$ cat config.mk
export PLATFORM = sky130hd
export DESIGN_NAME = apb_i2c_regs_fifo
export DESIGN_NICKNAME = d
export VERILOG_FILES = /design/src/rtl/apb_i2c_regs_fifo.sv
export SDC_FILE = /design/constraint.sdc
export NUM_CORES = 1
export LEC_CHECK = 0
export CAP_MARGIN = 20
export CORE_ASPECT_RATIO = 0.9
export CORE_MARGIN = 2
export CORE_UTILIZATION = 30
export CTS_CLUSTER_SIZE = 30
export DETAILED_ROUTE_END_ITERATION = 10
export PLACE_DENSITY = 0.55
export SLEW_MARGIN = 30
export SYNTH_ARGS = -nofsm -noshare
export SYNTH_HDL_FRONTEND = slang
export SYNTH_SLANG_ARGS = --single-unit
$ cat constraint.sdc
create_clock -name PCLK -period 4.1 [get_ports PCLK]
set_clock_uncertainty 0.15 [all_clocks]
set_input_delay 0.41 -clock PCLK [delete_from_list [all_inputs] [get_ports PCLK]]
set_output_delay 0.41 -clock PCLK [all_outputs]
set_load 0.02 [all_outputs]
$ cat src/rtl/apb_i2c_regs_fifo.sv
// APB3 register front end for the I2C core with TX/RX byte FIFOs and W1C interrupts.
// Define APB_I2C_PSLVERR_EN to drive PSLVERR on erroneous accesses; otherwise it is tied low.
module apb_i2c_regs_fifo #(
  parameter int TX_DEPTH = 8,
  parameter int RX_DEPTH = 8,
  parameter int TOUT_W   = 20
) (
  input  logic              PCLK,
  input  logic              PRESETn,
  input  logic              PSEL,
  input  logic              PENABLE,
  input  logic              PWRITE,
  input  logic [11:0]       PADDR,
  input  logic [31:0]       PWDATA,
  output logic [31:0]       PRDATA,
  output logic              PREADY,
  output logic              PSLVERR,
  output logic              PINT,
  output logic [7:0]        tx_data,
  output logic              tx_valid,
  input  logic              tx_ready,
  input  logic [7:0]        rx_data,
  input  logic              rx_valid,
  output logic [8:0]        tx_addr,
  output logic [7:0]        tx_cnt,
  output logic [15:0]       ctrl,
  output logic [TOUT_W-1:0] time_out,
  input  logic [7:0]        status,
  input  logic              error,
  output logic              i2c_ready
);
  localparam int TPW = $clog2(TX_DEPTH);
  localparam int RPW = $clog2(RX_DEPTH);

  logic [8:0]        r_addr;
  logic [7:0]        r_cnt;
  logic [15:0]       r_ctrl;
  logic [4:0]        r_ier;
  logic [4:0]        r_isr;
  logic [TOUT_W-1:0] r_tout;
  logic              r_i2c_ready;
  logic              r_pint;
  logic [31:0]       r_prdata;
  logic              r_rd_err;
  logic              r_stat1_d;
  logic              r_error_d;

  logic [7:0]        r_tx_mem [TX_DEPTH];
  logic [TPW-1:0]    r_tx_wptr, r_tx_rptr;
  logic [TPW:0]      r_tx_level;
  logic [7:0]        r_rx_mem [RX_DEPTH];
  logic [RPW-1:0]    r_rx_wptr, r_rx_rptr;
  logic [RPW:0]      r_rx_level;

  logic [5:0]        w_idx;
  logic              w_setup, w_wr, w_rd_acc, w_wr_ok;
  logic              w_wr_err, w_rd_err;
  logic [31:0]       w_rdata;
  logic              w_flush;
  logic              w_tx_full, w_tx_empty, w_rx_full, w_rx_empty;
  logic              w_tx_push, w_tx_pop, w_rx_push, w_rx_pop, w_rx_ovf;
  logic [TPW:0]      w_tx_lvl_nxt;
  logic [RPW:0]      w_rx_lvl_nxt;
  logic [7:0]        w_rx_head;
  logic [4:0]        w_isr_set, w_isr_clr;
  logic              w_unused;

  assign w_unused = ^{PADDR, PWDATA};

  assign w_idx    = PADDR[7:2];
  assign w_setup  = PSEL & ~PENABLE;
  assign w_wr     = PSEL & PENABLE & PWRITE;
  assign w_rd_acc = PSEL & PENABLE & ~PWRITE;

  assign w_tx_full  = (r_tx_level == (TPW+1)'(TX_DEPTH));
  assign w_tx_empty = (r_tx_level == '0);
  assign w_rx_full  = (r_rx_level == (RPW+1)'(RX_DEPTH));
  assign w_rx_empty = (r_rx_level == '0);
  assign w_rx_head  = r_rx_mem[r_rx_rptr];

  always_comb begin
    w_wr_err = 1'b0;
    case (w_idx)
      6'd0, 6'd4, 6'd5, 6'd6, 6'd7, 6'd8: w_wr_err = 1'b0;
      6'd2:    w_wr_err = w_tx_full;
      default: w_wr_err = 1'b1;
    endcase
  end

  always_comb begin
    w_rd_err = 1'b0;
    case (w_idx)
      6'd0, 6'd1, 6'd4, 6'd5, 6'd6, 6'd7, 6'd8, 6'd9: w_rd_err = 1'b0;
      6'd3:    w_rd_err = w_rx_empty;
      default: w_rd_err = 1'b1;
    endcase
  end

  // The flush strobe bit is write-only in effect; it always reads back as 0.
  always_comb begin
    w_rdata = 32'h0;
    case (w_idx)
      6'd0: w_rdata = {23'h0, r_addr};
      6'd1: w_rdata = {24'h0, status};
      6'd3: w_rdata = {24'h0, w_rx_head};
      6'd4: w_rdata = {24'h0, r_cnt};
      6'd5: w_rdata = {17'h0, r_ctrl[14:0]};
      6'd6: w_rdata = {27'h0, r_ier};
      6'd7: w_rdata = {27'h0, r_isr};
      6'd8: w_rdata = 32'(r_tout);
      6'd9: w_rdata = {14'h0, w_rx_empty, w_tx_full, 8'(r_rx_level), 8'(r_tx_level)};
      default: w_rdata = 32'h0;
    endcase
  end

  assign w_wr_ok = w_wr & ~w_wr_err;
  // Flush acts on the committing write so the very next transfer already sees empty FIFOs.
  assign w_flush = w_wr_ok & (w_idx == 6'd5) & PWDATA[15];

  assign w_tx_push = w_wr_ok & (w_idx == 6'd2) & ~w_flush;
  assign w_tx_pop  = ~w_tx_empty & tx_ready & ~w_flush;
  assign w_rx_push = rx_valid & ~w_rx_full & ~w_flush;
  assign w_rx_ovf  = rx_valid & w_rx_full & ~w_flush;
  assign w_rx_pop  = w_rd_acc & (w_idx == 6'd3) & ~r_rd_err & ~w_rx_empty & ~w_flush;

  always_comb begin
    w_tx_lvl_nxt = r_tx_level;
    if (w_flush)                     w_tx_lvl_nxt = '0;
    else if (w_tx_push && !w_tx_pop) w_tx_lvl_nxt = r_tx_level + 1'b1;
    else if (w_tx_pop && !w_tx_push) w_tx_lvl_nxt = r_tx_level - 1'b1;
  end

  always_comb begin
    w_rx_lvl_nxt = r_rx_level;
    if (w_flush)                     w_rx_lvl_nxt = '0;
    else if (w_rx_push && !w_rx_pop) w_rx_lvl_nxt = r_rx_level + 1'b1;
    else if (w_rx_pop && !w_rx_push) w_rx_lvl_nxt = r_rx_level - 1'b1;
  end

  always_ff @(posedge PCLK or negedge PRESETn) begin
    if (!PRESETn) begin
      r_tx_wptr  <= '0;
      r_tx_rptr  <= '0;
      r_tx_level <= '0;
      r_rx_wptr  <= '0;
      r_rx_rptr  <= '0;
      r_rx_level <= '0;
    end else begin
      r_tx_level <= w_tx_lvl_nxt;
      r_rx_level <= w_rx_lvl_nxt;
      if (w_flush) begin
        r_tx_wptr <= '0;
        r_tx_rptr <= '0;
        r_rx_wptr <= '0;
        r_rx_rptr <= '0;
      end else begin
        if (w_tx_push) r_tx_wptr <= r_tx_wptr + 1'b1;
        if (w_tx_pop)  r_tx_rptr <= r_tx_rptr + 1'b1;
        if (w_rx_push) r_rx_wptr <= r_rx_wptr + 1'b1;
        if (w_rx_pop)  r_rx_rptr <= r_rx_rptr + 1'b1;
      end
    end
  end

  always_ff @(posedge PCLK) begin
    if (w_tx_push) r_tx_mem[r_tx_wptr] <= PWDATA[7:0];
    if (w_rx_push) r_rx_mem[r_rx_wptr] <= rx_data;
  end

  assign w_isr_set = {w_rx_ovf,
                      error & ~r_error_d,
                      w_rx_empty & (w_rx_lvl_nxt != '0),
                      ~w_tx_empty & (w_tx_lvl_nxt == '0),
                      status[1] & ~r_stat1_d};
  assign w_isr_clr = (w_wr_ok && w_idx == 6'd7) ? PWDATA[4:0] : 5'h0;

  always_ff @(posedge PCLK or negedge PRESETn) begin
    if (!PRESETn) begin
      r_addr      <= '0;
      r_cnt       <= '0;
      r_ctrl      <= '0;
      r_ier       <= '0;
      r_isr       <= '0;
      r_tout      <= '0;
      r_i2c_ready <= 1'b0;
      r_pint      <= 1'b0;
      r_prdata    <= '0;
      r_rd_err    <= 1'b0;
      r_stat1_d   <= 1'b0;
      r_error_d   <= 1'b0;
    end else begin
      r_stat1_d <= status[1];
      r_error_d <= error;
      r_isr     <= (r_isr & ~w_isr_clr) | w_isr_set;
      r_pint    <= |(r_isr & r_ier);

      if (w_setup && !PWRITE) begin
        r_prdata <= w_rd_err ? 32'h0 : w_rdata;
        r_rd_err <= w_rd_err;
      end

      if (w_wr_ok && w_idx == 6'd5) r_ctrl <= PWDATA[15:0];
      else                          r_ctrl[15] <= 1'b0;

      if (w_wr_ok) begin
        case (w_idx)
          6'd0:    r_addr <= PWDATA[8:0];
          6'd4:    r_cnt  <= PWDATA[7:0];
          6'd6:    r_ier  <= PWDATA[4:0];
          6'd8:    r_tout <= PWDATA[TOUT_W-1:0];
          default: ;
        endcase
      end

      if (status[1])                                  r_i2c_ready <= 1'b0;
      else if (w_wr_ok && w_idx == 6'd5 && PWDATA[11]) r_i2c_ready <= 1'b1;
    end
  end

  assign PRDATA    = r_prdata;
  assign PREADY    = 1'b1;
  assign PINT      = r_pint;
  assign tx_valid  = ~w_tx_empty;
  assign tx_data   = w_tx_empty ? 8'h00 : r_tx_mem[r_tx_rptr];
  assign tx_addr   = r_addr;
  assign tx_cnt    = r_cnt;
  assign ctrl      = r_ctrl;
  assign time_out  = r_tout;
  assign i2c_ready = r_i2c_ready;

`ifdef APB_I2C_PSLVERR_EN
  assign PSLVERR = PSEL & PENABLE & (PWRITE ? w_wr_err : r_rd_err);
`else
  assign PSLVERR = 1'b0;
`endif

endmodule
Word-level counts from Yosys, hierarchy flattened
Memory sizes are Yosys's and may differ from the RTL's.
Index checks and enable logic that the tools add are counted.
{ "op_classes": {"addsub": 8, "n_eq_ne": 11, "muxes": 27, "n_bitwise": 37, "reduce_logical": 30} }
{ "ops": {"columns": ["operator", "n"], "rows": [
  ["one-hot mux 20 bit (9 select lines)", 1],
  ["2-to-1 mux 32 bit", 1],
  ["equality test 6 x 3 -> 1 bit, second input constant", 4],
  ["2-to-1 mux 3 bit", 8],
  ["2-to-1 mux 4 bit", 6],
  ["bitwise AND 1 bit", 23],
  ["adder 3 x 1 -> 3 bit, second input constant", 4],
  ["equality test 6 x 2 -> 1 bit, second input constant", 2],
  ["equality test 6 x 4 -> 1 bit, second input constant", 2],
  ["logical NOT 4 bit", 3],
  ["bitwise AND 5 bit", 2],
  ["inverter 1 bit", 10],
  ["nonzero test 2 bit", 5],
  ["adder 4 x 1 -> 4 bit, second input constant", 2],
  ["equality test 4 bit, second input constant", 2],
  ["logical AND 1 bit", 8],
  ["2-to-1 mux 8 bit", 1],
  ["AND reduction 2 bit", 4],
  ["OR reduction 8 bit", 1],
  ["subtractor 4 x 1 -> 4 bit, second input constant", 2],
  ["2-to-1 mux 1 bit", 7],
  ["equality test 6 x 1 -> 1 bit, second input constant", 1],
  ["logical NOT 6 bit", 1],
  ["OR reduction 6 bit", 1],
  ["7 further kinds", 12]
]} }
{ "word_totals": {"register_bits": 120, "mem_bits_rw": 128, "wordCells": 134, "mem_count": 2} }
{ "mem_list": {"columns": ["memory", "depth", "width", "read_ports", "rd_ports_with_merged_regs", "write_ports", "line", "source"], "rows": [
  ["r_rx_mem", 8, 8, 1, 0, 1, "51", "logic [7:0] r_rx_mem [RX_DEPTH];"],
  ["r_tx_mem", 8, 8, 1, 0, 1, "48", "logic [7:0] r_tx_mem [TX_DEPTH];"]
]} }

Longest topological paths before layout
{ "depth": {"word_depth": 17, "mapped_depth": 10} }

Worst setup path after synthesis
Ideal clock, no wire load.
{ "synth_timing": {"kind": "input -> register", "from": "input port PADDR[4]", "to": "memory r_rx_mem[4][0], enable pin", "setup_ps": 385, "t_arrival_ps": 2359, "required_time_ps": 3565, "slack_ps": 1206, "stages": 7, "n_path_buf": 1, "cell_sequence": "or4b_1 -> buf_2 -> nor2_2 -> nand3_1 -> clkinv_1 -> or3_1 -> nor3b_1"} }
{ "synth_between": {"elab_chain_len": 11} }
{ "synth_lines": {"columns": ["item", "line", "source"], "rows": [
  ["start: declaration", "13", "input logic [11:0] PADDR,"],
  ["equality test 6 x 3 -> 1 bit, or another cell as far along", "83", "case (w_idx)"],
  ["OR reduction 6 bit", "83", null],
  ["one-hot mux 1 bit (2 select lines)", "83", null],
  ["inverter 1 bit", "116", "assign w_wr_ok = w_wr & ~w_wr_err;"],
  ["bitwise AND 1 bit", "116", null],
  ["bitwise AND 1 bit (*) (2 in a row)", "118", "assign w_flush = w_wr_ok & (w_idx == 6'd5) & PWDATA[15];"],
  ["inverter 1 bit (*)", "122", "assign w_rx_push = rx_valid & ~w_rx_full & ~w_flush;"],
  ["bitwise AND 1 bit (*)", "122", null],
  ["2-to-1 mux 1 bit (*)", "167", "if (w_rx_push) r_rx_mem[r_rx_wptr] <= rx_data;"],
  ["2-to-1 mux 1 bit (not written as such) (*)", "167", null],
  ["end: declaration", "51", null]
]} }
Every way passes the cells marked *; elsewhere a longest branch is shown, timed or not.

Worst setup path after layout
{ "layout_timing": {"from": "register r_tx_rptr[0]", "to": "output port tx_data[3]"} }
{ "layout_between": {"elab_chain_len": 2} }
{ "layout_lines": {"columns": ["item", "line", "source"], "rows": [
  ["start: declaration", "49", "logic [TPW-1:0] r_tx_wptr, r_tx_rptr;"],
  ["start signal: assignment", "158", "if (w_tx_pop) r_tx_rptr <= r_tx_rptr + 1'b1;"],
  ["memory read (8 x 8 bit)", null, null],
  ["2-to-1 mux 8 bit", "224", "assign tx_data = w_tx_empty ? 8'h00 : r_tx_mem[r_tx_rptr];"],
  ["end: declaration", "19", "output logic [7:0] tx_data,"]
]} }
Every way passes these cells.

==> flow_summary.toml <==
[outcome]
result_of_the_run = "completed"

[die]
die_area_um2 = 35600
floorplan.rows = 64
core-area_um2 = 33800
dieWidth_um = 199
io_pins = 166
start_util = 0.303
die_height_um = 179

[final_layout]
area.growth.synth_to_final_pct = 28.0
ratio_of_cells_with_drive_above_1_in_the_final_layout = 0.205
fin_nets = 906
final.fill_count = 3235
final_instance_area_um2 = 13100
antenna-diode-count = 0

[global_route]
gr-total-overflow = 0
number_of_global_route_vias_before_repair = 6299
grt_start_max_net_pins = 50
grt_pass1_wl_um = 39200
global_route.usage.total = 0.147
number_of_antenna_violations_at_the_first_check_in_global_routing = 0

[clock_tree]
numClockSinks = 236
clock_insertion_delay_worst_skew_ns = 0.55
cts-buffers-inserted = 27
clock_path_buffers = 3
resize_count_post_cts = 0
htree_levels = 1
postCtsSetupBuffers = 0
clkSlewWorstSetupHoldPaths_ns = 0.06
clock_tree.root_cell = "sky130_fd_sc_hd__clkbuf_16"
ctsHoldBuffers = 1
cts_tree = "yes"

[synth]
share_of_the_synthesized_area_in_compound_gates_ao_oa_aoi_oai = 0.0685
share_of_the_yosys_chip_area_belonging_to_registers = 0.640
yosys_warnings = 0
synth.cell_area_um2 = 10200
postSynthCellCount = 670
largest_family_of_logic_cells_by_synthesized_area = "multiplexers"
main_synth_ff_type = "sky130_fd_sc_hd__edfxtp_1"
ys_ff_latch = 236
ys_async_sr_fraction = 0.458
xor_xnor_share_of_the_synthesized_area = 0.0108
synthSimpleGateAreaFrac = 0.0783
postSynthAreaPerCell_um2 = 15.3
post_synth_fa_ha_maj_area_fraction = 0.0108
post_synth_mux_area_share = 0.161
synth_edf_count = 128
ys_types = 68

[job]
cap_violations = 0

[detailed_routing]
initialDrtViolationCount = 439
detailroute.via_count = 6371
drt-pass1-iter-count = 7
drc_errors = 0
post_detailed_route_wirelength_per_cell_um = 20.1
avgViaCountPerCell = 4.86
detail_route.wirelength_um = 26400
drt.antenna.violating_nets = 0

[sta]
slew_viol_final = 0
setup_total_negative_slack_ns = 0
achievable_freq_mhz = 303
tightestPinTransition_ns = 0.879
rsz0062_at_grt = "no"
max-slew-margin-rel = 0.414
setup_violations = 0
timing.final.crit_period_ns = 3.30
final_hold_viol_count = 0
part_of_the_cycle_the_worst_path_needs = 0.805

[power]
p_sw_frac = 0.280
worst_ir_drop_on_vdd_mv = 0.287
power_density_nw_per_um2 = 508
leakagePower_nw = 5.00
seq_power_share = 0.444
clock_power_share = 0.366
netSwitchingPower_mw = 1.86
p_int_mw = 4.78
p_comb_frac = 0.190

[setup_path]
worst_path_largest_cell_delay_ns = 0.55
worst-endpoint-arrival_ns = 2.74
worst_path_max_delay_cell = "sky130_fd_sc_hd__mux4_2"
cp_cell_sequence = "buf_4 > mux4_2 > mux2i_1 > nor2_1 > clkdlybuf4s50_1"
worstPathRequired_ns = 3.54
worst_setup_path_start_kind = "register"
criticalPathCategory = "register to output port"
worst-path-max-fanout = 13
crit_path_end_kind = "output port"

[placed_design]
numPortBuffers = 133
dp.final_hpwl_um = 18100
place.gp.congestion = 0.778
dpl-instance-area_um2 = 12200

[hold_path]
worst_hold_path_type = "input port to register"
## layout by cell type, fill, tap and decap left out, drive strengths merged, types with 11 or more instances in the layout
master         count
buf               32
clkbuf            31
mux4              37
clkdlybuf4s50    132
inv               16
nor2              40
edfxtp           128
a22o              22
mux2              57
a22oi             11
o21ai             13
clkinv            13
nand2             43
dfrtp            108
mux2i             17
conb              14
a21oi             13
## power by group through the flow
stage / logic (mW) / clock network, mW / registers (mW)
after floorplan: 0.946 / 0 / 2.82
after global placement: 1.27 / 0 / 2.99
after detailed placement: 1.28 / 0 / 3.00
after CTS: 1.28 / 2.49 / 2.95
after global routing: 1.39 / 2.58 / 2.98
final: 1.26 / 2.43 / 2.95
## final cells by class
type                            count  area (um2)  share of cell area
Clock buffer                       31         691              0.0528
Clock inverter                     18         200              0.0153
Inverter                           15        56.3             0.00430
Multi-Input combinational cell    385        3440               0.263
Sequential cell                   236        6550               0.500
Tap cell                          462         578              0.0442
Timing Repair Buffer              165        1570               0.120
## final timing paths
kind                                             to  cells after the start                      from  slack, ns
setup / recovery                         tx_data[3]                      5  r_tx_rptr[0]$_DFFE_PN0P_       0.80
hold / removal                  r_error_d$_DFF_PN0_                      1                     error       0.22
setup reg to reg           time_out[18]$_DFFE_PN0P_                      9   r_tx_level[0]$_DFF_PN0_       1.07
hold reg to reg                  r_isr[0]$_DFF_PN0_                      1       r_stat1_d$_DFF_PN0_       0.27
max in group asynchronous  time_out[12]$_DFFE_PN0P_                      3                   PRESETn       2.61
min in group asynchronous       ctrl[2]$_DFFE_PN0N_                      2                   PRESETn       0.30
## logic make-up (layout without fill, tap and decap cells)
| group | Yosys count | after routing |
|---|---|---|
| mux | 111 | 111 |
| fa+ha+maj | 9 | 9 |
| xor+xnor | 11 | 11 |
| flops | 236 | 236 |
| compound gates | 90 | 90 |
| buf+inv | 61 | 229 |
| other cells | 2 | 14 |
| simple gates | 150 | 150 |
## synth_stat cells (all sizes together) (3+ instances only)
cell type / instances / area share
nor3: 10 / 0.0054
o211ai: 9 / 0.0066
inv: 14 / 0.0051
nand2: 43 / 0.016
a22o: 22 / 0.019
xnor2: 5 / 0.0043
nor2b: 5 / 0.0031
nor4b: 3 / 0.0040
dfrtp: 108 / 0.26
nand4: 6 / 0.0037
a22oi: 11 / 0.0081
mux4: 37 / 0.082
nor2: 40 / 0.015
o21ai: 13 / 0.0067
a21oi: 13 / 0.0064
clkbuf: 13 / 0.0049
edfxtp: 128 / 0.38
buf: 33 / 0.019
or2: 3 / 0.0018
xor2: 5 / 0.0043
mux2: 57 / 0.063
a222oi: 8 / 0.0078
nand3: 8 / 0.0039
and2: 4 / 0.0024
nor4: 6 / 0.0051
mux2i: 17 / 0.017
ha: 8 / 0.0098
nor3b: 8 / 0.0064
## state kept, by name, summed over array words and instances, names as in the netlist
signal      cells
PINT            1
r_tx_mem       64
i2c_ready       1
tx_cnt          8
r_stat1_d       1
tx_addr         9
r_rx_level      4
time_out       20
ctrl           16
r_tx_wptr       3
r_isr           5
r_rd_err        1
r_ier           5
PRDATA         20
r_error_d       1
r_rx_mem       64
r_rx_wptr       3
r_rx_rptr       3
r_tx_level      4
r_tx_rptr       3
## critical path: cells and delay by family, from the launching register on
family	cells	cell delay (ns)
buffers and inverters	2	0.88
flip-flops	1	0.53
multiplexers	2	0.72
AND/OR/NAND/NOR	1	0.06
## through the flow
| stage | util | hold WS [ns] | cells | power, mW | worst slack (ns) |
|---|---|---|---|---|---|
| finish | 0.387 | 0.223 | 1312 | 6.64 | 0.800 |
| CTS | 0.387 | 0.202 | 1312 | 6.72 | 0.716 |
| floorplan | - | -0.0356 | 682 | 3.77 | 1.21 |
| global route | 0.387 | 0.219 | 1312 | 6.95 | 0.623 |
| global placement | 0.360 | 0.252 | 1262 | 4.25 | 0.694 |
| detailed placement | 0.360 | 0.260 | 1262 | 4.27 | 0.659 |
## metal layers
layer	track usage	part of all wire
met5	0	0
met4	0.0308	0.015
met3	0.0299	0.066
met2	0.228	0.46
met1	0.213	0.46
(Power assumes the default switching activity.)
